## src/rtl/uart_pkg.sv

```systemverilog
// Shared types and helpers for the parametrised UART frame engine.
// States, parity-mode constants and the frame parity function.
package uart_pkg;

  localparam int PARITY_NONE = 0;
  localparam int PARITY_EVEN = 1;
  localparam int PARITY_ODD  = 2;

  typedef enum logic [2:0] {
    TX_IDLE,
    TX_START,
    TX_DATA,
    TX_PARITY,
    TX_STOP
  } tx_state_e;

  typedef enum logic [2:0] {
    RX_IDLE,
    RX_START,
    RX_DATA,
    RX_PARITY,
    RX_STOP
  } rx_state_e;

  // Data is zero-extended to 9 bits, so unused upper bits never affect the XOR.
  function automatic logic parity_bit(input logic [8:0] data, input int mode);
    logic p;
    p = ^data;
    return (mode == PARITY_ODD) ? ~p : p;
  endfunction

endpackage

```

## src/rtl/uart_rx_engine.sv

```systemverilog
// UART receiver: input register stage, start-bit validation and mid-bit sampling.
// Defining UART_RX_SYNC_EN inserts a 2-flop synchroniser ahead of edge detection.
module uart_rx_engine
  import uart_pkg::*;
#(
  parameter int DATA_W       = 8,
  parameter int CLKS_PER_BIT = 16,
  parameter int PARITY_MODE  = PARITY_EVEN
) (
  input  logic              clk_sis,
  input  logic              rst,
  input  logic              rx,
  output logic              rx_valid,
  output logic [DATA_W-1:0] rx_data,
  output logic              rx_parity_err,
  output logic              rx_frame_err
);

  localparam int TW = $clog2(CLKS_PER_BIT);
  localparam int IW = $clog2(DATA_W);
  localparam logic [TW-1:0] TIMER_MAX = TW'(CLKS_PER_BIT - 1);
  localparam logic [TW-1:0] HALF_MAX  = TW'(CLKS_PER_BIT / 2 - 1);
  localparam logic [IW-1:0] LAST_BIT  = IW'(DATA_W - 1);

  logic rx_in;
  logic rx_s_q, rx_prev_q;

`ifdef UART_RX_SYNC_EN
  logic [1:0] rx_sync_q;
  always_ff @(posedge clk_sis) begin
    if (rst) rx_sync_q <= 2'b11;
    else     rx_sync_q <= {rx_sync_q[0], rx};
  end
  assign rx_in = rx_sync_q[1];
`else
  assign rx_in = rx;
`endif

  rx_state_e         state_q, state_d;
  logic [TW-1:0]     timer_q, timer_d;
  logic [IW-1:0]     bit_idx_q, bit_idx_d;
  logic [DATA_W-1:0] shift_q, shift_d;
  logic              perr_pend_q, perr_pend_d;
  logic              valid_q, valid_d;
  logic [DATA_W-1:0] data_q, data_d;
  logic              perr_q, perr_d;
  logic              ferr_q, ferr_d;

  always_comb begin
    state_d     = state_q;
    timer_d     = timer_q;
    bit_idx_d   = bit_idx_q;
    shift_d     = shift_q;
    perr_pend_d = perr_pend_q;
    valid_d     = 1'b0;
    data_d      = data_q;
    perr_d      = perr_q;
    ferr_d      = ferr_q;
    case (state_q)
      RX_IDLE: begin
        timer_d = '0;
        if (rx_prev_q && !rx_s_q) state_d = RX_START;
      end
      RX_START: begin
        if (timer_q == HALF_MAX) begin
          // A start bit that is high again at mid-bit was only a glitch.
          timer_d = '0;
          if (rx_s_q) begin
            state_d = RX_IDLE;
          end else begin
            state_d     = RX_DATA;
            bit_idx_d   = '0;
            perr_pend_d = 1'b0;
          end
        end else begin
          timer_d = timer_q + 1'b1;
        end
      end
      RX_DATA: begin
        if (timer_q == TIMER_MAX) begin
          timer_d = '0;
          shift_d = {rx_s_q, shift_q[DATA_W-1:1]};
          if (bit_idx_q == LAST_BIT) state_d = (PARITY_MODE != PARITY_NONE) ? RX_PARITY : RX_STOP;
          else                       bit_idx_d = bit_idx_q + 1'b1;
        end else begin
          timer_d = timer_q + 1'b1;
        end
      end
      RX_PARITY: begin
        if (timer_q == TIMER_MAX) begin
          timer_d     = '0;
          perr_pend_d = rx_s_q != parity_bit(9'(shift_q), PARITY_MODE);
          state_d     = RX_STOP;
        end else begin
          timer_d = timer_q + 1'b1;
        end
      end
      RX_STOP: begin
        if (timer_q == TIMER_MAX) begin
          timer_d = '0;
          state_d = RX_IDLE;
          valid_d = 1'b1;
          data_d  = shift_q;
          perr_d  = perr_pend_q;
          ferr_d  = !rx_s_q;
        end else begin
          timer_d = timer_q + 1'b1;
        end
      end
      default: state_d = RX_IDLE;
    endcase
  end

  always_ff @(posedge clk_sis) begin
    if (rst) begin
      rx_s_q      <= 1'b1;
      rx_prev_q   <= 1'b1;
      state_q     <= RX_IDLE;
      timer_q     <= '0;
      bit_idx_q   <= '0;
      shift_q     <= '0;
      perr_pend_q <= 1'b0;
      valid_q     <= 1'b0;
      data_q      <= '0;
      perr_q      <= 1'b0;
      ferr_q      <= 1'b0;
    end else begin
      rx_s_q      <= rx_in;
      rx_prev_q   <= rx_s_q;
      state_q     <= state_d;
      timer_q     <= timer_d;
      bit_idx_q   <= bit_idx_d;
      shift_q     <= shift_d;
      perr_pend_q <= perr_pend_d;
      valid_q     <= valid_d;
      data_q      <= data_d;
      perr_q      <= perr_d;
      ferr_q      <= ferr_d;
    end
  end

  assign rx_valid      = valid_q;
  assign rx_data       = data_q;
  assign rx_parity_err = perr_q;
  assign rx_frame_err  = ferr_q;

endmodule

```

## src/rtl/uart_frame_core.sv

```systemverilog
// Full-duplex UART with configurable width and parity; TX FSM inline, RX in uart_rx_engine.
// Optional macro UART_RX_SYNC_EN adds a 2-flop synchroniser on rx.
module uart_frame_core
  import uart_pkg::*;
#(
  parameter int DATA_W       = 8,
  parameter int CLKS_PER_BIT = 16,
  parameter int PARITY_MODE  = PARITY_EVEN
) (
  input  logic              clk_sis,
  input  logic              rst,
  input  logic              tx_valid,
  input  logic [DATA_W-1:0] tx_data,
  output logic              tx_ready,
  output logic              tx,
  input  logic              rx,
  output logic              rx_valid,
  output logic [DATA_W-1:0] rx_data,
  output logic              rx_parity_err,
  output logic              rx_frame_err
);

  localparam int TW = $clog2(CLKS_PER_BIT);
  localparam int IW = $clog2(DATA_W);
  localparam logic [TW-1:0] TIMER_MAX = TW'(CLKS_PER_BIT - 1);
  localparam logic [IW-1:0] LAST_BIT  = IW'(DATA_W - 1);

  tx_state_e         state_q, state_d;
  logic [TW-1:0]     timer_q, timer_d;
  logic [IW-1:0]     bit_idx_q, bit_idx_d;
  logic [DATA_W-1:0] shift_q, shift_d;
  logic              parity_q, parity_d;
  logic              tx_q, tx_d;

  // tx_d is the level for the next bit period, so each bit starts on the edge that ends the previous one.
  always_comb begin
    state_d   = state_q;
    timer_d   = timer_q;
    bit_idx_d = bit_idx_q;
    shift_d   = shift_q;
    parity_d  = parity_q;
    tx_d      = tx_q;
    if (state_q == TX_IDLE) begin
      tx_d    = 1'b1;
      timer_d = '0;
      if (tx_valid) begin
        shift_d  = tx_data;
        parity_d = parity_bit(9'(tx_data), PARITY_MODE);
        state_d  = TX_START;
        tx_d     = 1'b0;
      end
    end else if (timer_q != TIMER_MAX) begin
      timer_d = timer_q + 1'b1;
    end else begin
      timer_d = '0;
      case (state_q)
        TX_START: begin
          state_d   = TX_DATA;
          bit_idx_d = '0;
          tx_d      = shift_q[0];
          shift_d   = {1'b0, shift_q[DATA_W-1:1]};
        end
        TX_DATA: begin
          if (bit_idx_q == LAST_BIT) begin
            if (PARITY_MODE != PARITY_NONE) begin
              state_d = TX_PARITY;
              tx_d    = parity_q;
            end else begin
              state_d = TX_STOP;
              tx_d    = 1'b1;
            end
          end else begin
            bit_idx_d = bit_idx_q + 1'b1;
            tx_d      = shift_q[0];
            shift_d   = {1'b0, shift_q[DATA_W-1:1]};
          end
        end
        TX_PARITY: begin
          state_d = TX_STOP;
          tx_d    = 1'b1;
        end
        TX_STOP: begin
          state_d = TX_IDLE;
          tx_d    = 1'b1;
        end
        default: begin
          state_d = TX_IDLE;
          tx_d    = 1'b1;
        end
      endcase
    end
  end

  always_ff @(posedge clk_sis) begin
    if (rst) begin
      state_q   <= TX_IDLE;
      timer_q   <= '0;
      bit_idx_q <= '0;
      shift_q   <= '0;
      parity_q  <= 1'b0;
      tx_q      <= 1'b1;
    end else begin
      state_q   <= state_d;
      timer_q   <= timer_d;
      bit_idx_q <= bit_idx_d;
      shift_q   <= shift_d;
      parity_q  <= parity_d;
      tx_q      <= tx_d;
    end
  end

  assign tx_ready = (state_q == TX_IDLE);
  assign tx       = tx_q;

  uart_rx_engine #(
    .DATA_W       (DATA_W),
    .CLKS_PER_BIT (CLKS_PER_BIT),
    .PARITY_MODE  (PARITY_MODE)
  ) u_rx (
    .clk_sis       (clk_sis),
    .rst           (rst),
    .rx            (rx),
    .rx_valid      (rx_valid),
    .rx_data       (rx_data),
    .rx_parity_err (rx_parity_err),
    .rx_frame_err  (rx_frame_err)
  );

endmodule

```

## config.mk

```make
export PLATFORM = sky130hd
export DESIGN_NAME = uart_frame_core
export DESIGN_NICKNAME = d
export VERILOG_FILES = /design/src/rtl/uart_pkg.sv /design/src/rtl/uart_rx_engine.sv /design/src/rtl/uart_frame_core.sv
export SDC_FILE = /design/constraint.sdc
export NUM_CORES = 1
export LEC_CHECK = 0
export ABC_CLOCK_PERIOD_IN_PS = 1800
export CAP_MARGIN = 0
export CORE_MARGIN = 4
export CORE_UTILIZATION = 51
export DETAILED_ROUTE_END_ITERATION = 16
export GPL_ROUTABILITY_DRIVEN = 0
export GPL_TIMING_DRIVEN = 0
export PLACE_DENSITY_LB_ADDON = 0.12
export SYNTH_ARGS = -nofsm -noshare
export SYNTH_HDL_FRONTEND = slang
export SYNTH_SLANG_ARGS = --single-unit
```

## constraint.sdc

```tcl
create_clock -name clk_sis -period 1.8 [get_ports clk_sis]
set_input_delay 0.18 -clock clk_sis [delete_from_list [all_inputs] [get_ports clk_sis]]
set_output_delay 0.18 -clock clk_sis [all_outputs]
set_load 0.01 [all_outputs]
```

## After elaboration in Yosys (flattened, before gate mapping)

Cells that the tools add are included.

| cells by class | value |
|---|---|
| $add $sub $neg | 4 |
| equality and inequality tests | 26 |
| muxes and demuxes | 38 |
| bitwise logic cells | 3 |
| reductions and logical operators | 23 |

Operators with widths:

| operator | number |
|---|---|
| 3-bit two-way mux | 15 |
| 8-bit two-way mux | 4 |
| 9-bit parity | 2 |
| 8-bit case mux with 2 select lines | 1 |
| 3-bit case mux with 5 select lines | 1 |
| 3-bit by 2-bit == test with 1-bit output (second input constant) | 4 |
| 2-bit by 1-bit inequality test with 1-bit output (second input constant) | 6 |
| 3-bit case mux with 2 select lines | 2 |
| 4-bit case mux with 3 select lines | 1 |
| 4-bit AND reduction | 3 |
| 2-bit inequality test (second input constant) | 5 |
| 3-bit == test (second input constant) | 3 |
| 3-bit case mux with 3 select lines | 1 |
| 4-bit by 1-bit adder with 4-bit output (second input constant) | 2 |
| 1-bit two-way mux | 8 |
| 4-bit two-way mux | 2 |
| 3-bit by 1-bit adder with 3-bit output (second input constant) | 2 |
| 3-bit by 1-bit == test with 1-bit output (second input constant) | 2 |
| 3-bit logical NOT | 2 |
| 3-bit inequality test (second input constant) | 2 |
| 2-bit AND reduction | 3 |
| 6-bit AND reduction | 1 |
| 2-bit nonzero test | 3 |
| 3-bit nonzero test | 2 |
| other kinds (13) | 17 |

| storage, ports and cells | value |
|---|---|
| register bits after elaboration | 52 |
| input bits | 12 |
| output and inout bits | 13 |
| logic and storage cells | 111 |

## Longest topological paths before layout

Gate-level depths: netlist of run 1.

| logic depth | value |
|---|---|
| depth after elaboration | 5 |
| mapped depth | 6 |

## Modules after synthesis

Synthesis of run 1 repeated with hierarchy kept, for this count alone.

| unflattened totals | value |
|---|---|
| cells, all modules | 277 |
| area total of the unflattened synthesis | 2527.4 µm² |

By module, submodules not included:

| module | instances | cells each | area each (µm²) | sequential area each (µm²) |
|---|---|---|---|---|
| uart_rx_engine | 1 | 159 | 1490.2 | 640.6 |
| uart_frame_core | 1 | 118 | 1037.2 | 400.4 |

## Least setup slack after synthesis of run 1

OpenSTA, ideal clock, no wires.

| path | value |
|---|---|
| path kind | register to register |
| start point | reg u_rx.timer_q[0] |
| end point | reg u_rx.bit_idx_q[1] |
| arrival time | 1.716 ns |
| required time | 1.730 ns |
| path slack | 0.014 ns |
| cell stages (with the launch flop) | 6 |
| path buffers | 0 |
| path through | dfxtp_1 > ha_1 > nand4_2 > o32a_4 > or4b_1 > a21oi_1 |

| between the ends | value |
|---|---|
| cells in the longest elaborated chain, start to end | 3 |
| elaborated cells between the ends (all ways) | 5 |

Ends and longest elaborated chain:

| element | line | text |
|---|---|---|
| start, declared | uart_rx_engine.sv:40 | `logic [TW-1:0] timer_q, timer_d;` |
| start signal, assigned | uart_rx_engine.sv:131 | `timer_q <= timer_d;` |
| 4-bit == test / 4-bit by 3-bit == test with 1-bit output (equally long branches) | uart_rx_engine.sv:80, uart_rx_engine.sv:65 |  |
| 2-bit by 1-bit inequality test with 1-bit output (no source line) | - |  |
| 5-bit AND reduction (no source line) (*) | - |  |
| end signal, assigned | uart_rx_engine.sv:132 | `bit_idx_q <= bit_idx_d;` |
| end, declared | uart_rx_engine.sv:41 | `logic [IW-1:0] bit_idx_q, bit_idx_d;` |

Every way passes the cells marked *; elsewhere a longest branch is shown, timed or not.
A chain may end at the register's enable or synchronous reset.

## Final worst setup path of run 1

| path | value |
|---|---|
| start point | reg u_rx.bit_idx_q[0] |
| end point | reg u_rx.bit_idx_q[2] |

| between the ends | value |
|---|---|
| cells in the longest elaborated chain, start to end | 4 |
| elaborated cells between the ends (all ways) | 7 |

Ends and longest elaborated chain:

| element | line | text |
|---|---|---|
| 3-bit by 1-bit adder with 3-bit output | uart_rx_engine.sv:84 | `else bit_idx_d = bit_idx_q + 1'b1;` |
| 3-bit two-way mux | uart_rx_engine.sv:83 | `if (bit_idx_q == LAST_BIT) state_d = (PARITY_MODE != PARITY_NONE) ? RX_PARITY : RX_STOP;` |
| 3-bit two-way mux | uart_rx_engine.sv:80 | `if (timer_q == TIMER_MAX) begin` |
| 3-bit case mux with 2 select lines | uart_rx_engine.sv:59 | `case (state_q)` |

Parallel ways exist; a longest one is shown, timed or not. The select of a mux whose other input is x is not followed.

==> results of run 1 <==
## cell families (layout without fill, tap and decap cells)
kind of cell,Yosys count,in the layout,synth area share (%)
xor+xnor,17,17,7.04
fa+ha+maj,6,6,2.99
simple gates,98,98,19.9
mux,21,21,8.48
flops,52,52,41.5
compound gates,58,58,15.7
buf+inv,28,64,4.44
## flip-flops by register name (all words and copies together), names as in the netlist, 3 cells and up
register and flops:
u_rx.shift_q 8, u_rx.rx_data 8, bit_idx_q 3, u_rx.state_q 3, u_rx.bit_idx_q 3, timer_q 4, u_rx.timer_q 4, shift_q 8
state_q 3
## critical path: stages, from the launching register on
cell                      delay (ns)
sky130_fd_sc_hd__dfxtp_2        0.35
sky130_fd_sc_hd__ha_4           0.16
sky130_fd_sc_hd__ha_4           0.15
sky130_fd_sc_hd__o32a_4         0.38
sky130_fd_sc_hd__or4b_4         0.49
sky130_fd_sc_hd__a21oi_2        0.14
## what timing repair did
item	in CTS	in global routing
resized for setup	15	31
endpoints found under the setup margin	15	30
pin swaps	5	10
setup buffers	3	2
## stage by stage
stage               worst slack [ns]  instance area, um^2  util, %  setup TNS, ns
global route                -0.00666                 3120     65.7       -0.00764
detailed placement            -0.224                 2820     59.3          -1.36
global placement              -0.236                 2820     59.3          -1.22
floorplan                     0.0138                 2510        -              0
CTS                          0.00951                 2990     62.9              0
finish                        0.0577                 3120     65.7              0
## placed cells by master (no fill, tap or decap), types with 3 or more instances in the layout
master,netlist,final
sky130_fd_sc_hd__a211oi_1,7,7
sky130_fd_sc_hd__a21oi_1,12,10
sky130_fd_sc_hd__a221oi_1,7,3
sky130_fd_sc_hd__a221oi_2,0,4
sky130_fd_sc_hd__a22oi_1,3,3
sky130_fd_sc_hd__buf_2,5,4
sky130_fd_sc_hd__buf_4,0,5
sky130_fd_sc_hd__clkbuf_1,11,9
sky130_fd_sc_hd__clkbuf_2,0,3
sky130_fd_sc_hd__clkbuf_8,0,6
sky130_fd_sc_hd__clkdlybuf4s50_1,0,22
sky130_fd_sc_hd__dfxtp_1,52,46
sky130_fd_sc_hd__dfxtp_2,0,4
sky130_fd_sc_hd__ha_4,0,4
sky130_fd_sc_hd__inv_1,12,12
sky130_fd_sc_hd__mux2i_1,19,19
sky130_fd_sc_hd__nand2_1,11,10
sky130_fd_sc_hd__nand3_1,9,8
sky130_fd_sc_hd__nand4_1,3,3
sky130_fd_sc_hd__nor2_1,42,40
sky130_fd_sc_hd__nor2b_1,4,4
sky130_fd_sc_hd__nor3_1,6,6
sky130_fd_sc_hd__nor3b_1,4,3
sky130_fd_sc_hd__o21ai_0,14,14
sky130_fd_sc_hd__or3_1,3,3
sky130_fd_sc_hd__xnor2_1,12,12
sky130_fd_sc_hd__xor2_1,3,3
## Yosys cell counts, types with 2 or more instances
cell type and instances:
sky130_fd_sc_hd__nor3b_1 4, sky130_fd_sc_hd__buf_2 5, sky130_fd_sc_hd__nand4_1 3, sky130_fd_sc_hd__or2_2 2, sky130_fd_sc_hd__xnor2_1 12, sky130_fd_sc_hd__or4_1 2
sky130_fd_sc_hd__nor2b_1 4, sky130_fd_sc_hd__a221oi_1 7, sky130_fd_sc_hd__o21ai_0 14, sky130_fd_sc_hd__dfxtp_1 52, sky130_fd_sc_hd__mux2_2 2, sky130_fd_sc_hd__or3_1 3
sky130_fd_sc_hd__nand3_1 9, sky130_fd_sc_hd__nand2b_1 2, sky130_fd_sc_hd__xnor3_1 2, sky130_fd_sc_hd__nor3_1 6, sky130_fd_sc_hd__nand2_1 11, sky130_fd_sc_hd__and3_1 2
sky130_fd_sc_hd__ha_1 6, sky130_fd_sc_hd__nor2_1 42, sky130_fd_sc_hd__inv_1 12, sky130_fd_sc_hd__or4b_1 2, sky130_fd_sc_hd__o21a_1 2, sky130_fd_sc_hd__clkbuf_1 11
sky130_fd_sc_hd__o22ai_1 2, sky130_fd_sc_hd__a22oi_1 3, sky130_fd_sc_hd__a21oi_1 12, sky130_fd_sc_hd__xor2_1 3, sky130_fd_sc_hd__a211oi_1 7, sky130_fd_sc_hd__mux2i_1 19
## area by class of cell
cell class,instances,area (um^2)
Buffer,16,76.3
Clock buffer,7,86.3
Clock inverter,1,7.51
Fill cell,418,1630
Inverter,12,45.0
Multi-Input combinational cell,200,1510
Sequential cell,52,1050
Tap cell,67,83.8
Timing Repair Buffer,28,267
## worst max path at each step
| stage | cells after the start | to | from |
|---|---|---|---|
| 6_report | 5 | u_rx.bit_idx_q[2]$_SDFFE_PP0P_ | u_rx.bit_idx_q[0]$_SDFFE_PP0P_ |
| 2_1_floorplan | 5 | u_rx.bit_idx_q[1]$_SDFFE_PP0P_ | u_rx.timer_q[0]$_SDFFE_PP0P_ |
| 4_1_cts | 5 | u_rx.bit_idx_q[2]$_SDFFE_PP0P_ | u_rx.timer_q[1]$_SDFFE_PP0P_ |
| 3_5_place_dp | 4 | tx_ready | state_q[0]$_SDFFE_PP0P_ |
| 3_3_place_gp | 4 | tx_ready | state_q[0]$_SDFFE_PP0P_ |
| 5_1_grt | 5 | u_rx.bit_idx_q[2]$_SDFFE_PP0P_ | u_rx.bit_idx_q[0]$_SDFFE_PP0P_ |
## power breakdown
part	switching, mW	internal (mW)
Clock	0.376	0.313
Combinational	0.170	0.145
Sequential	0.0197	1.19
## per-layer routing
| metal | up-vias | GRT usage (%) | share of wire, % |
|---|---|---|---|
| met5 | - | 0 | 0 |
| li1 | 1062 | - | - |
| met3 | 7 | 3.44 | 3.5 |
| met4 | 0 | 5.59 | 1.2 |
| met2 | 39 | 31.3 | 47 |
| met1 | 989 | 23.7 | 48 |
==> reports/metrics.cfg, run 1 <==
[outcome]
status=finished, final reports clean

[yosys]
synth_seq_area_share_pct=41.5
synthDistinctLibCells=47
syn_std_cell_area_mm2=0.00251
synthesis.instances=280
syn-num-nets=298
synth-seq-cells=52
ys.flop_type=sky130_fd_sc_hd__dfxtp_1
syn-mean-instance-area_um2=8.96
post_synth_main_area_contributors=sky130_fd_sc_hd__dfxtp_1, sky130_fd_sc_hd__mux2i_1, sky130_fd_sc_hd__nor2_1, sky130_fd_sc_hd__xnor2_1, sky130_fd_sc_hd__ha_1
ys_warn_count=0
fraction_of_synthesis_flops_using_an_asynchronous_set_or_reset_pin_pct=0
synth_top_area_share_pct=41.5
number_of_synthesized_flops_with_an_enable_pin=0
yosys.area.top_type=sky130_fd_sc_hd__dfxtp_1

[power]
power.total_mw=2.21
p_leak_nw=1.23
max-vdd-ir-drop_mv=0.509
power.density_cell_area_mw_per_mm2=708

[layout]
post_layout_nonfiller_instances=383
area_growth_pct=24.6
num-nets-final=333
antenna_cells_inserted=0
post_route_cells_drive_above_1_share_pct=17.4

[detailed_routing]
drt.antenna.violating_nets=0
drt_wl_total_um=5340
wl_per_cell_um=13.9
drtIter0Drc=127
post_detailed_route_drc_marker_count=0
first_pass_iters=5
detail_route.vias_per_cell=5.48
route.vias.total=2097

[sta]
period_minus_slack_ns=1.74
final_hold_viol_count=0
maxClockFrequency_mhz=574
fraction_of_the_cycle_the_final_worst_path_needs_pct=96.8
max_slew.worst_pin.slew_ns=0.569
setup_violations=0
worst_slew_margin_rel_pct=62.1
setup_repair_after_global_routing_missed_its_margin=true
whs_ns=0.366
finalClockSkew_ns=0.00588
timing_max_transition_violations_final=0

[placed_design]
buffer_ports.inserted=23
dpl.hpwl_um=3610
number_of_placed_instances_with_taps_included=370

[floorplanning]
dieWidth_um=78.1
die-height_um=78.1
area_of_the_core_mm2=0.00475
boundaryPins=25
initial_utilization_pct=52.7
std_cell_rows=25
dieArea_mm2=0.00610

[clock_network]
clk_pin_slew_ns=0.09
cts_tree=built
clk_root_buffer_cell=sky130_fd_sc_hd__clkbuf_8
clock_tree_sinks=52
h_tree_lvls=2
clk_latency_ns=0.30
tritoncts.num_buffers=5
hold_buffers=0
clk_path_buf_depth=2

[global_routing]
grt_max_degree=16
grt_overflow_total=0
grt_pass1_wl_um=9230
grt_antenna_before_repair=0
track_usage_pct=18.4
number_of_global_route_vias_before_repair=2040

[min_path]
hold_path_end=u_rx.perr_pend_q$_SDFFE_PP0P_
hp-class=input port to flop
hold_depth=2
worstHoldStart=rst

[critical_path]
worst_ep_arrival_time_ns=1.98
worst-r2r-cell-count=5
crit_path_start_kind=flop
path_class=flop to flop
rrSetupSlack_ns=0.06
critical_path_fanout_max=6
end_kind=flop
required_ns=2.03
crit-reg2reg-launch=u_rx.bit_idx_q[0]$_SDFFE_PP0P_
regToRegEndpoint=u_rx.bit_idx_q[2]$_SDFFE_PP0P_

[flow_run]
max_cap_viol_count=0

(Power assumes the default switching activity.)
==> run 2: changes to the inputs <==
Settings changed: CELL_PAD_IN_SITES_DETAIL_PLACEMENT from default to 0, CELL_PAD_IN_SITES_GLOBAL_PLACEMENT from default to 1, CORE_UTILIZATION 51 to 39, CTS_CLUSTER_DIAMETER from default to 120.
==> reports/metrics.cfg, run 2 (synthesis gave the netlist of run 1 again) <==
[outcome]
status=finished, final reports clean  ; unchanged

[sta]
timing_max_transition_violations_final=0  ; unchanged
max_slew.worst_pin.slew_ns=0.680  ; was 0.569 ns
setup_repair_after_global_routing_missed_its_margin=true  ; unchanged
final.setup.worst_slack_ns=0.0256  ; was 0.0577 ns
finalClockSkew_ns=0.00530  ; was 0.00588 ns
whs_ns=0.353  ; was 0.366 ns
final_hold_viol_count=0  ; unchanged
worst_slew_margin_rel_pct=54.6  ; was 62.1%
setup_violations=0  ; unchanged
fraction_of_the_cycle_the_final_worst_path_needs_pct=98.6  ; was 96.8%
maxClockFrequency_mhz=564  ; was 574 MHz
period_minus_slack_ns=1.77  ; was 1.74 ns

[critical_path]
crit-reg2reg-launch=u_rx.bit_idx_q[0]$_SDFFE_PP0P_  ; unchanged
critPathCapture=u_rx.bit_idx_q[1]$_SDFFE_PP0P_  ; was u_rx.bit_idx_q[2]$_SDFFE_PP0P_
critical_path_buf_inv_count=0  ; unchanged
worst-r2r-cell-count=5  ; unchanged
path_delay_family=simple AND/OR/NAND/NOR gates  ; was compound AO/OA/AOI/OAI gates
path_common_cell=sky130_fd_sc_hd__ha_2  ; was sky130_fd_sc_hd__ha_4
timing.critical_path.from=u_rx.bit_idx_q[0]$_SDFFE_PP0P_  ; unchanged
crit_path_start_kind=flop  ; unchanged
rrSetupSlack_ns=0.03  ; was 0.06 ns
end_kind=flop  ; unchanged
required_ns=2.03  ; about the same
worstPathCellList=ha_2, ha_2, o32a_4, or4b_4, a21oi_2  ; was ha_4, ha_4, o32a_4, or4b_4, a21oi_2
worst_ep_arrival_time_ns=2.01  ; was 1.98 ns
crit_path_max_incr_delay_ns=0.52  ; was 0.49 ns
regToRegEndpoint=u_rx.bit_idx_q[1]$_SDFFE_PP0P_  ; was u_rx.bit_idx_q[2]$_SDFFE_PP0P_
critical_path_fanout_max=5  ; was 6
logic_depth_of_the_worst_path_buffers_included=5  ; unchanged
crit_slowest_cell=sky130_fd_sc_hd__or4b_4  ; unchanged
path_class=flop to flop  ; unchanged

[clock_network]
clk_pin_slew_ns=0.10  ; was 0.09 ns
clock_tree_sinks=52  ; unchanged
clk_latency_ns=0.30  ; about the same
tritoncts.num_buffers=5  ; unchanged
cts_tree=built  ; unchanged
clk_path_buf_depth=2  ; unchanged
clk_root_buffer_cell=sky130_fd_sc_hd__clkbuf_8  ; unchanged
hold_buffers=0  ; unchanged
h_tree_lvls=2  ; unchanged

[detailed_routing]
post_detailed_route_drc_marker_count=0  ; unchanged
wl_per_cell_um=14.8  ; was 13.9 um
first_pass_iters=4  ; was 5
drt.antenna.violating_nets=0  ; unchanged
drt_wl_total_um=5830  ; was 5340 um
drtIter0Drc=85  ; was 127
detail_route.vias_per_cell=5.37  ; was 5.48
route.vias.total=2115  ; was 2,097

[floorplanning]
boundaryPins=25  ; unchanged
dieArea_mm2=0.00778  ; was 0.00610 mm^2
area_of_the_core_mm2=0.00610  ; was 0.00475 mm^2
die-height_um=88.2  ; was 78.1 um
std_cell_rows=28  ; was 25
initial_utilization_pct=41.1  ; was 52.7%
dieWidth_um=88.2  ; was 78.1 um

[power]
p_leak_nw=1.25  ; was 1.23 nW
max-vdd-ir-drop_mv=0.537  ; was 0.509 mV
power.density_cell_area_mw_per_mm2=705  ; was 708 mW/mm^2
power.total_mw=2.22  ; was 2.21 mW

[layout]
final_util_pct=51.7  ; was 65.7%
fillCellCount=598  ; was 418
num-nets-final=336  ; was 333
post_layout_nonfiller_instances=394  ; was 383
area_growth_pct=25.7  ; was 24.6%
antenna_cells_inserted=0  ; unchanged
post_route_cells_drive_above_1_share_pct=19.4  ; was 17.4%
most_common_library_cell_in_the_layout_ignoring_fill_and_taps=sky130_fd_sc_hd__dfxtp_1  ; unchanged
most-common-layout-cells=sky130_fd_sc_hd__dfxtp_1, sky130_fd_sc_hd__nor2_1, sky130_fd_sc_hd__clkdlybuf4s50_1  ; unchanged

[min_path]
hp-class=input port to flop  ; unchanged

[placed_design]
dpl.hpwl_um=3930  ; was 3610 um
number_of_placed_instances_with_taps_included=378  ; was 370
dp_slack_ns=-0.229  ; was -0.224 ns
buffer_ports.inserted=23  ; unchanged

[global_routing]
grt_max_degree=18  ; was 16
track_usage_pct=15.7  ; was 18.4%
number_of_global_route_vias_before_repair=2089  ; was 2,040
grt_overflow_total=0  ; unchanged
grt_antenna_before_repair=0  ; unchanged
grt_pass1_wl_um=9760  ; was 9230 um

[flow_run]
max_cap_viol_count=0  ; unchanged

## run 2: cell types whose count changed in the layout (fill, tap and decap cells not counted), moves of 2 or more
cell / before / now
sky130_fd_sc_hd__a221oi_2: 4 / 6
sky130_fd_sc_hd__clkbuf_1: 9 / 7
sky130_fd_sc_hd__ha_2: 1 / 3
sky130_fd_sc_hd__a221oi_1: 3 / 1
sky130_fd_sc_hd__dfxtp_1: 46 / 48
sky130_fd_sc_hd__ha_4: 4 / 2
sky130_fd_sc_hd__buf_4: 5 / 7
## run 2: layout make-up
class / count / area [um^2] / area share (%)
plain buffers: 16 / 77.6 / 2.46
clock buffers: 5 / 68.8 / 2.18
inverters: 12 / 45.0 / 1.43
multi-input cells: 201 / 1510 / 48.0
flip-flops and latches: 52 / 1050 / 33.3
clock inverters: 3 / 23.8 / 0.754
well taps: 75 / 93.8 / 2.98
repair buffers: 30 / 282 / 8.93
## run 2: worst reg2reg max path, cell delays in order, from the launching register on
cell	delay (ns)
sky130_fd_sc_hd__dfxtp_2	0.33
sky130_fd_sc_hd__ha_2	0.17
sky130_fd_sc_hd__ha_2	0.18
sky130_fd_sc_hd__o32a_4	0.38
sky130_fd_sc_hd__or4b_4	0.52
sky130_fd_sc_hd__a21oi_2	0.12
## run 2: power by group
part	leakage (nW)	switching (mW)	internal (mW)
Combinational	0.782	0.179	0.147
Clock	0.0404	0.410	0.276
Sequential	0.424	0.0207	1.19
## run 2: how the worst min path moves through the flow
stage,from,to,cells after the start
6_report,rst,u_rx.perr_pend_q$_SDFFE_PP0P_,2
3_3_place_gp,timer_q[0]$_SDFF_PP0_,timer_q[0]$_SDFF_PP0_,1
2_1_floorplan,rx,u_rx.rx_s_q$_SDFF_PP1_,1
5_1_grt,rst,u_rx.perr_pend_q$_SDFFE_PP0P_,2
4_1_cts,rst,u_rx.perr_pend_q$_SDFFE_PP0P_,2
3_5_place_dp,timer_q[0]$_SDFF_PP0_,timer_q[0]$_SDFF_PP0_,1
## run 2: metrics by stage
stage                     setup TNS [ns]  cell area (um^2)
after floorplan                        0              2510
after global placement             -1.33              2830
after detailed placement           -1.58              2830
after CTS                              0              2990
after global routing             -0.0812              3150
final                                  0              3150
## run 2: what timing repair did
item / CTS / global route
gates resized for setup: 14 / 32
cloned: 0 / 1
setup buffers: 2 / 5
setup endpoints to repair: 20 / 34
pin swaps: 4 / 5
## run 2: per-layer routing
layer,vias to the layer above,global-route usage (%),part of all wire [%]
li1,1075,-,-
met4,0,4.67,0.50
met1,1005,20.8,49
met3,2,3.01,3.1
met2,33,26.0,48
met5,-,0,0
==> run 3: changes to the inputs <==
Settings changed: SKIP_LAST_GASP from default to 1.
==> reports/metrics.cfg, run 3 (synthesis gave the netlist of run 1 again) <==
[outcome]
status=finished, violations left  ; was finished, final reports clean
failed_checks=setup timing

[placed_design]
dpl-instance-area_mm2=0.00283  ; unchanged
dp_slack_ns=-0.229  ; unchanged
dpl.hpwl_um=3930  ; unchanged
buffer_ports.inserted=23  ; unchanged
number_of_placed_instances_with_taps_included=378  ; unchanged

[layout]
most_common_library_cell_in_the_layout_ignoring_fill_and_taps=sky130_fd_sc_hd__dfxtp_1  ; unchanged
num-nets-final=336  ; unchanged
most-common-layout-cells=sky130_fd_sc_hd__dfxtp_1, sky130_fd_sc_hd__nor2_1, sky130_fd_sc_hd__clkdlybuf4s50_1  ; unchanged
antenna_cells_inserted=0  ; unchanged
postLayoutCellArea_mm2=0.00314  ; was 0.00315 mm^2
post_route_cells_drive_above_1_share_pct=18.8  ; was 19.4%
area_growth_pct=25.4  ; was 25.7%
post_layout_nonfiller_instances=394  ; unchanged

[critical_path]
worst-r2r-cell-count=5  ; unchanged
required_ns=2.03  ; about the same
crit-reg2reg-launch=u_rx.bit_idx_q[0]$_SDFFE_PP0P_  ; unchanged
timing.critical_path.from=u_rx.bit_idx_q[0]$_SDFFE_PP0P_  ; unchanged
rrSetupSlack_ns=-0.004  ; was 0.03 ns
critical_path_fanout_max=5  ; unchanged
crit_path_start_kind=flop  ; unchanged
worst_ep_arrival_time_ns=2.04  ; was 2.01 ns
end_kind=flop  ; unchanged
critPathCapture=u_rx.bit_idx_q[1]$_SDFFE_PP0P_  ; unchanged
regToRegEndpoint=u_rx.bit_idx_q[1]$_SDFFE_PP0P_  ; unchanged
path_class=flop to flop  ; unchanged

[detailed_routing]
route.vias.total=2104  ; was 2,115
first_pass_iters=4  ; unchanged
detail_route.vias_per_cell=5.34  ; was 5.37
drtIter0Drc=73  ; was 85
drt.antenna.violating_nets=0  ; unchanged
drt-met1-wl_um=2880  ; was 2830 um
wl_met2_um=2760  ; was 2790 um
drt_wl_total_um=5820  ; was 5830 um
post_detailed_route_drc_marker_count=0  ; unchanged
wl_per_cell_um=14.8  ; about the same
met3RoutedLength_um=150  ; was 180 um
top_layer_used=met4  ; unchanged

[global_routing]
grt_antenna_before_repair=0  ; unchanged
grt_max_degree=18  ; unchanged
track_usage_pct=15.7  ; unchanged
grt_overflow_total=0  ; unchanged
number_of_global_route_vias_before_repair=2089  ; unchanged
grt_pass1_wl_um=9760  ; unchanged

[floorplanning]
initial_utilization_pct=41.1  ; unchanged
boundaryPins=25  ; unchanged
std_cell_rows=28  ; unchanged
die-height_um=88.2  ; unchanged
area_of_the_core_mm2=0.00610  ; unchanged
dieArea_mm2=0.00778  ; unchanged
dieWidth_um=88.2  ; unchanged

[power]
p_leak_nw=1.25  ; about the same
combinationalPowerShare_pct=14.6  ; was 14.7%
p_seq_share_pct=54.5  ; was 54.4%
pwr-share-clk_pct=30.9  ; about the same
power.switching_fraction_pct=27.4  ; about the same
p_int_mw=1.61  ; about the same
power.net_switching_mw=0.608  ; was 0.609 mW
max-vdd-ir-drop_mv=0.533  ; was 0.537 mV
power.density_cell_area_mw_per_mm2=706  ; was 705 mW/mm^2

[flow_run]
max_cap_viol_count=0  ; unchanged

[sta]
setup_violations=1  ; was 0
fraction_of_the_cycle_the_final_worst_path_needs_pct=100  ; was 98.6%
final.setup.worst_slack_ns=-0.00435  ; was 0.0256 ns
maxClockFrequency_mhz=554  ; was 564 MHz
finalClockSkew_ns=0.00779  ; was 0.00530 ns
period_minus_slack_ns=1.80  ; was 1.77 ns
setup_repair_after_global_routing_missed_its_margin=true  ; unchanged
max_slew.worst_pin.slew_ns=0.664  ; was 0.680 ns
setup_tns_ns=-0.00435  ; was 0 ns
timing_max_transition_violations_final=0  ; unchanged
final_hold_viol_count=0  ; unchanged
worst_slew_margin_rel_pct=55.8  ; was 54.6%

[min_path]
worstHoldStart=rst  ; unchanged
hp-class=input port to flop  ; unchanged

[clock_network]
cts_tree=built  ; unchanged
clk_path_buf_depth=2  ; unchanged
clk_root_buffer_cell=sky130_fd_sc_hd__clkbuf_8  ; unchanged
clock_tree_sinks=52  ; unchanged
tritoncts.num_buffers=5  ; unchanged
clk_latency_ns=0.30  ; about the same
clk_pin_slew_ns=0.10  ; about the same
h_tree_lvls=2  ; unchanged

run 3: cell types whose count changed in the layout (fill, tap and decap cells not counted):
cell	delta
sky130_fd_sc_hd__a221oi_1	+1
sky130_fd_sc_hd__ha_1	+1
sky130_fd_sc_hd__a221oi_2	-1
sky130_fd_sc_hd__ha_2	-1
run 3: how the worst min path moves through the flow:
stage	to	depth (start not counted)
2_1_floorplan	u_rx.rx_s_q$_SDFF_PP1_	1
3_3_place_gp	timer_q[0]$_SDFF_PP0_	1
3_5_place_dp	timer_q[0]$_SDFF_PP0_	1
4_1_cts	u_rx.perr_pend_q$_SDFFE_PP0P_	2
5_1_grt	u_rx.perr_pend_q$_SDFFE_PP0P_	2
6_report	u_rx.perr_pend_q$_SDFFE_PP0P_	2
run 3: metal layers:
metal | vias to the layer above | global-route usage (%)
met5 | - | 0
met2 | 30 | 26.0
li1 | 1074 | -
met4 | 0 | 4.67
met3 | 2 | 3.01
met1 | 998 | 20.8
run 3: worst max-delay path, cell delays in order (launching register included):
cell and delay (ns):
sky130_fd_sc_hd__dfxtp_2 0.33, sky130_fd_sc_hd__ha_1 0.20, sky130_fd_sc_hd__ha_2 0.19, sky130_fd_sc_hd__o32a_4 0.38, sky130_fd_sc_hd__or4b_4 0.52, sky130_fd_sc_hd__a21oi_2 0.12
run 3: area by class of cell:
cell class,instances,area [um^2]
repair buffers,30,282
plain buffers,16,77.6
flip-flops and latches,52,1050
multi-input cells,201,1510
fillers,602,2950
clock inverters,3,23.8
well taps,75,93.8
clock buffers,5,68.8
inverters,12,45.0
run 3: repair_timing:
| action | 4_1_cts | 5_1_grt |
|---|---|---|
| endpoints found under the setup margin | 20 | 34 |
| hold buffers | 0 | 0 |
| gates cloned | 0 | 1 |
| setup buffers | 2 | 5 |
| endpoints found under the hold margin | 0 | 0 |
| resized for setup | 14 | 30 |
| pin swaps | 4 | 5 |
run 3: through the flow:
step | util (%) | hold slack (ns) | power [mW]
after floorplan | - | 0.284 | 1.42
after global placement | 46.4 | 0.435 | 1.52
after detailed placement | 46.4 | 0.454 | 1.52
after CTS | 49.1 | 0.342 | 2.23
after global routing | 51.6 | 0.378 | 2.34
final | 51.6 | 0.360 | 2.22
run 3: power groups by stage:
stage | clock network, mW | registers [mW] | logic, mW
5_1_grt | 0.764 | 1.21 | 0.360
2_1_floorplan | 0 | 1.23 | 0.193
4_1_cts | 0.715 | 1.21 | 0.302
6_report | 0.686 | 1.21 | 0.323
3_5_place_dp | 0 | 1.23 | 0.282
3_3_place_gp | 0 | 1.23 | 0.283
==> RTL change 1: new RTL, config.mk and constraints of run 1 <==
`CLKS_PER_BIT` is set to 16 in 2 places; all go to 32.
--- a/src/rtl/uart_rx_engine.sv
+++ b/src/rtl/uart_rx_engine.sv
@@ -5,5 +5,5 @@
 #(
   parameter int DATA_W       = 8,
-  parameter int CLKS_PER_BIT = 16,
+  parameter int CLKS_PER_BIT = 32,
   parameter int PARITY_MODE  = PARITY_EVEN
 ) (
--- a/src/rtl/uart_frame_core.sv
+++ b/src/rtl/uart_frame_core.sv
@@ -5,5 +5,5 @@
 #(
   parameter int DATA_W       = 8,
-  parameter int CLKS_PER_BIT = 16,
+  parameter int CLKS_PER_BIT = 32,
   parameter int PARITY_MODE  = PARITY_EVEN
 ) (
Function: no difference found for any inputs over 10 cycles, from zero or initial values and one cycle with rst high; that may be too few to reach the edited logic, so the function may still have changed.
==> RTL change 1 against run 1 <==
  * The run now ends with setup timing left
  * Worst hold slack got worse by 0.23 ns
  * Sequential power increased by 5%
  * Sequential cell count grew 2
  * Synthesized area rose by 10%
  * Non-clock buffer count up 15
  * Power increased by 7.0%
  * Count of clock-buffer cells in the layout fell by 2
  * Sequential share of layout area is 3.0 points lower
  * Setup slack worse by 0.24 ns
  * Final area is 14% higher
  * Global-route usage grew 1.4 points
  * Fmax fell by 12%
  * Routed wire length grew 21%
  * Critical path type unchanged
  * Critical endpoint is now u_rx.state_q[0]
  * Highest routed layer unchanged
==> RTL change 1: results (changes against run 1) <==
status complete, but fails checks (was completed); failing checks setup timing; asr flop ratio synth 0% (unchanged); worst skew pair latency 0.30 ns (about the same); top cells by count, synth dfxtp_1 (54), a21oi_1 (34), nor2_1 (28) (was dfxtp_1 (52), nor2_1 (42), mux2i_1 (19)); Place WS -0.2132 ns (was -0.2244 ns); gr ovfl total 0 (unchanged); Min-Delay Path Class in -> reg (unchanged); Max FO, Critical Path 4 (was 6); number of global-route vias before repair 2244 (was 2040); final worst setup slack -0.1827 ns (was 0.05769 ns); final setup vio count 8 (was 0); M1 GR Usage 25.12% (was 23.67%); dpl cells 397 (was 370); GR Layer Usage met3 3.509% (was 3.440%); total clock buffers created by CTS 5 (unchanged); Antenna Diode Count 0 (unchanged); share of cells above drive strength 1 23.71% (was 17.41%); Fin Clk Skew 0.007124 ns (was 0.005881 ns); peak supply drop 415.0 µV (was 508.8 µV); Wirelength per Cell 15.44 µm (was 13.94 µm); Syn Inst Count 304 (was 280); sequential share of the synthesized area 39.08% (was 41.52%); global-route wire length before repair 10380 µm (was 9225 µm); leading area contributor after synthesis dfxtp_1 (unchanged); clock buffer depth 2 (unchanged); initial antenna violation count 0 (unchanged); # fillers 407 (was 418); routed wire length 6484 µm (was 5338 µm); Rel. slew slack 58.13% (was 62.08%); clock root buffer clkbuf_8 (unchanged); Syn. warnings 0 (unchanged); dpl cell area 3152 µm² (was 2821 µm²); H-tree depth 2 (unchanged); post-DP HPWL 4148 µm (was 3613 µm); Crit Path Class reg -> reg (unchanged); initial detailed-routing violation count 167 (was 127); pin count of the biggest net entering global routing 17 (was 16); Area contributors post-synth dfxtp_1 (39%), mux2i_1 (6.5%), a21oi_1 (6.2%) (was dfxtp_1 (42%), mux2i_1 (7.6%), nor2_1 (6.3%)); most used flip-flop cell after synthesis dfxtp_1 (unchanged); Crit path largest cell delay 0.51 ns (was 0.49 ns); vias 2357 (was 2097); count of cell types in the netlist 58 (was 47); Overall Global Routing Usage 19.84% (was 18.40%); Hold Startpoint rst (unchanged); switching share of power 27.13% (was 25.61%); Crit path max-delay family simple AND/OR/NAND/NOR gates (was compound AO/OA/AOI/OAI gates); TritonRoute pass-1 iters 4 (was 5); nets 373 (was 333); clock-pin slew on the worst setup and hold paths 0.10 ns; syn nets 327 (was 298); r2r startpoint u_rx.timer_q[0] (was u_rx.bit_idx_q[0]); number of port buffers 23 (unchanged); global routing usage on met2 34.61% (was 31.34%); critical path's slowest cell or4b_4 (unchanged); leak pwr 1.309 nW (was 1.235 nW)
-- RTL change 1: cell types whose count changed after synthesis, moves of 4 or more --
cell,before,now
nand2_1,11,26
nor2_1,42,28
o21ai_0,14,4
a211oi_1,7,2
a221oi_1,7,0
ha_1,6,11
a21oi_1,12,34
inv_1,12,7
buf_4,0,5
and2_1,0,4
a311oi_1,1,8
-- RTL change 1: area by class of cell --
type	instances	area [µm²]	share of cell area, %
timing repair buffer	40	371.6	10.42
tap	70	87.58	2.457
multi-input combinational	222	1764	49.49
sequential	54	1094	30.68
clock inverter	2	15.01	0.4212
inverter	8	30.03	0.8424
buffer	19	133.9	3.756
clock buffer	5	68.82	1.931
-- RTL change 1: path summary, 6_finish.rpt --
check                  endpoint  slack [ns]  depth (start not counted)
max reg2reg     u_rx.state_q[0]       -0.18                          7
max             u_rx.state_q[0]       -0.18                          7
min             u_rx.state_q[0]        0.14                          2
min reg2reg  u_rx.rx_parity_err        0.46                          2
-- RTL change 1: power by group through the flow --
stage,Combinational [mW],Sequential (mW),Clock [mW]
after global routing,0.472,1.28,0.725
after detailed placement,0.358,1.29,0
after CTS,0.422,1.27,0.675
after global placement,0.353,1.29,0
after floorplan,0.265,1.29,0
final,0.437,1.27,0.660
-- RTL change 1: stage by stage --
step                      TNS (ns)  util [%]
after floorplan           -0.06300         -
after global placement      -1.487     60.93
after detailed placement    -2.207     60.93
after CTS                  -0.7702     65.92
after global routing        -1.471     68.92
final                      -0.8147     68.92
-- RTL change 1: worst reg2reg max path, delay by kind of cell (launching register included) --
family / cells / cell delay [ns]
AND/OR/NAND/NOR: 3 / 0.79
AO/OA/AOI/OAI: 2 / 0.38
flip-flops: 1 / 0.36
adder cells (fa/ha/maj): 2 / 0.34
-- RTL change 1: layer usage --
metal	up-vias	share of wire (%)
met5	-	0
met2	48	50
met3	8	4.1
li1	1179	-
met4	0	1.2
met1	1122	45
-- RTL change 1: cells by family (layout without fill, tap and decap cells) --
logic type               count (synthesis)  count (layout)  share of synthesized area (%)
adder cells (fa/ha/maj)                 11              11                          4.975
AO/OA/AOI/OAI                           70              70                          17.05
buffers and inverters                   28              74                          5.473
multiplexers                            19              19                          6.920
AND/OR/NAND/NOR                        106             106                          20.94
XOR/XNOR                                16              16                          5.563
flip-flops                              54              54                          39.08
-- RTL change 1: repair_timing --
action	CTS	global route
gates cloned	1	0
pin swaps	12	9
endpoints found under the setup margin	27	23
buffers inserted	9	7
hold buffers	0	0
gates resized for setup	24	25
==> RTL change 2: new RTL, flow settings as in run 1 <==
Without the edit above. Re-encode `rx_state_e` (5 states) as one-hot, 5 bits wide.
--- a/src/rtl/uart_pkg.sv
+++ b/src/rtl/uart_pkg.sv
@@ -15,10 +15,10 @@
   } tx_state_e;
 
-  typedef enum logic [2:0] {
-    RX_IDLE,
-    RX_START,
-    RX_DATA,
-    RX_PARITY,
-    RX_STOP
+  typedef enum logic [4:0] {
+    RX_IDLE   = 5'b00001,
+    RX_START  = 5'b00010,
+    RX_DATA   = 5'b00100,
+    RX_PARITY = 5'b01000,
+    RX_STOP   = 5'b10000
   } rx_state_e;
 
Check against the original RTL: no difference found for any inputs over 10 cycles, from zero or initial values and one cycle with rst high; not proved beyond that.
==> RTL change 2 against run 1 <==
  * Combinational power grew 96%
  * Fmax shrank 8.9%
  * Clock skew is essentially flat
  * Synthesized area grew 5.0%
  * Setup slack lost 0.17 ns
  * Non-clock buffer count grew 9
  * Sequential cell count grew 2
  * Core utilization grew 3.8 points
  * Routed wire length grew 8.6%
  * Power grew 24%
  * Final area grew 7.8%
  * The flow now finishes with violations (setup timing)
  * Final cell count grew 5.5%
  * Count of clock-buffer cells in the layout shrank 2
  * Critical path depth grew 2
==> RTL change 2: results (changes against run 1) <==
top cells by count, synth dfxtp_1 (54), nor2_1 (49), mux2i_1 (25) (was dfxtp_1 (52), nor2_1 (42), mux2i_1 (19)); Met2 Wirelength 2855 µm (was 2524 µm); M1 GR Usage 24.11% (was 23.67%); clock-pin slew on the worst setup and hold paths 0.10 ns; Wirelength per Cell 14.34 µm (was 13.94 µm); global routing usage on met2 32.89% (was 31.34%); multi-input gates 219 (was 200); Finished Layout Cells 404 (was 383); r2r startpoint bit_idx_q[0] (was u_rx.bit_idx_q[0]); final worst setup slack -0.1126 ns (was 0.05769 ns); wl on met1 2651 µm (was 2558 µm); post-DP HPWL 3854 µm (was 3613 µm); critical path's slowest cell or3b_4 (was or4b_4); arrival time at the worst endpoint 2.10 ns (was 1.98 ns); multi-input gate share of total cell area 46.81% (was 48.18%); Fin Clk Skew 0.006203 ns (was 0.005881 ns); share of cells above drive strength 1 19.58% (was 17.41%); sequential share of the synthesized area 41.06% (was 41.52%); Overall Global Routing Usage 19.10% (was 18.40%); Non-CTS buffers 53 (was 44); count of cells along the worst hold path 3 (was 2); clock buffers 5 (was 7); Non-CTS inverters 3 (was 12); failing checks setup timing; clock-cell share of area 3.455% (was 3.004%); Syn Inst Count 294 (was 280); pin count of the biggest net entering global routing 19 (was 16); number of global-route vias before repair 2121 (was 2040); final setup vio count 11 (was 0); buffer share of cell area 14.49% (was 10.97%); dpl cell area 2997 µm² (was 2821 µm²); syn nets 312 (was 298); global-route wire length before repair 9660 µm (was 9225 µm); peak supply drop 610.2 µV (was 508.8 µV); highest metal used met4 (unchanged); Max FO, Critical Path 5 (was 6); CTS Sinks 54 (was 52); GR Layer Usage met3 3.386% (was 3.440%); R2R Path End bit_idx_q[0] (was u_rx.bit_idx_q[2]); status complete, but fails checks (was completed); count of cell types in the netlist 44 (was 47); met3 wire length 191 µm (was 189 µm); leak pwr 1.193 nW (was 1.235 nW); post-route cell area 3368 µm² (was 3124 µm²); # fillers 390 (was 418); nets 354 (was 333); register share of the cell area 32.43% (was 33.72%); worst skew pair latency 0.32 ns (was 0.30 ns); dpl cells 384 (was 370); vias per cell 5.512 (was 5.475); reg2reg path depth 7 (was 5); switching power 0.7835 mW (was 0.5662 mW); Hold WS 0.3723 ns (was 0.3660 ns); Setup Total Neg Slack -0.7786 ns (was 0 ns); Area contributors post-synth dfxtp_1 (41%), mux2i_1 (9.5%), nor2_1 (7.0%) (was dfxtp_1 (42%), mux2i_1 (7.6%), nor2_1 (6.3%))
-- RTL change 2: per-stage QoR --
| step | utilization, % | setup WS (ns) |
|---|---|---|
| after floorplan | - | -0.01920 |
| after global placement | 61.81 | -0.1974 |
| after detailed placement | 61.81 | -0.2018 |
| after CTS | 67.23 | -0.08431 |
| after global routing | 69.47 | -0.2198 |
| final | 69.47 | -0.1126 |
-- RTL change 2: how the worst max path moves through the flow --
| stage | startpoint | endpoint | slack [ns] | depth (start not counted) |
|---|---|---|---|---|
| after floorplan | bit_idx_q[0] | shift_q[7] | -0.02 | 8 |
| after global placement | state_q[2] | tx_ready | -0.20 | 4 |
| after detailed placement | state_q[2] | tx_ready | -0.20 | 4 |
| after CTS | bit_idx_q[0] | shift_q[4] | -0.08 | 9 |
| after global routing | bit_idx_q[0] | bit_idx_q[0] | -0.22 | 7 |
| final | bit_idx_q[0] | bit_idx_q[0] | -0.11 | 7 |
-- RTL change 2: power by group through the flow --
stage | logic (mW) | registers (mW) | clock network, mW
after floorplan | 0.383 | 1.30 | 0
final | 0.617 | 1.28 | 0.849
after global placement | 0.495 | 1.30 | 0
after detailed placement | 0.502 | 1.30 | 0
after global routing | 0.677 | 1.29 | 0.915
after CTS | 0.573 | 1.28 | 0.866
-- RTL change 2: cells by family (layout without fill, tap and decap cells) --
group | Yosys count | in the layout | synth area share [%]
AOI/OAI and AO/OA | 56 | 56 | 14.69
buffers and inverters | 21 | 64 | 4.087
muxes | 26 | 26 | 9.933
xor gates and xnor gates | 18 | 18 | 5.989
and+or+nand+nor | 113 | 113 | 21.39
adders and majority gates | 6 | 6 | 2.852
DFF | 54 | 54 | 41.06
-- RTL change 2: timing repair --
action,4_1_cts,5_1_grt
gates cloned,1,0
setup endpoints to repair,27,31
resized for setup,16,16
buffers inserted,7,5
pin swaps,11,8
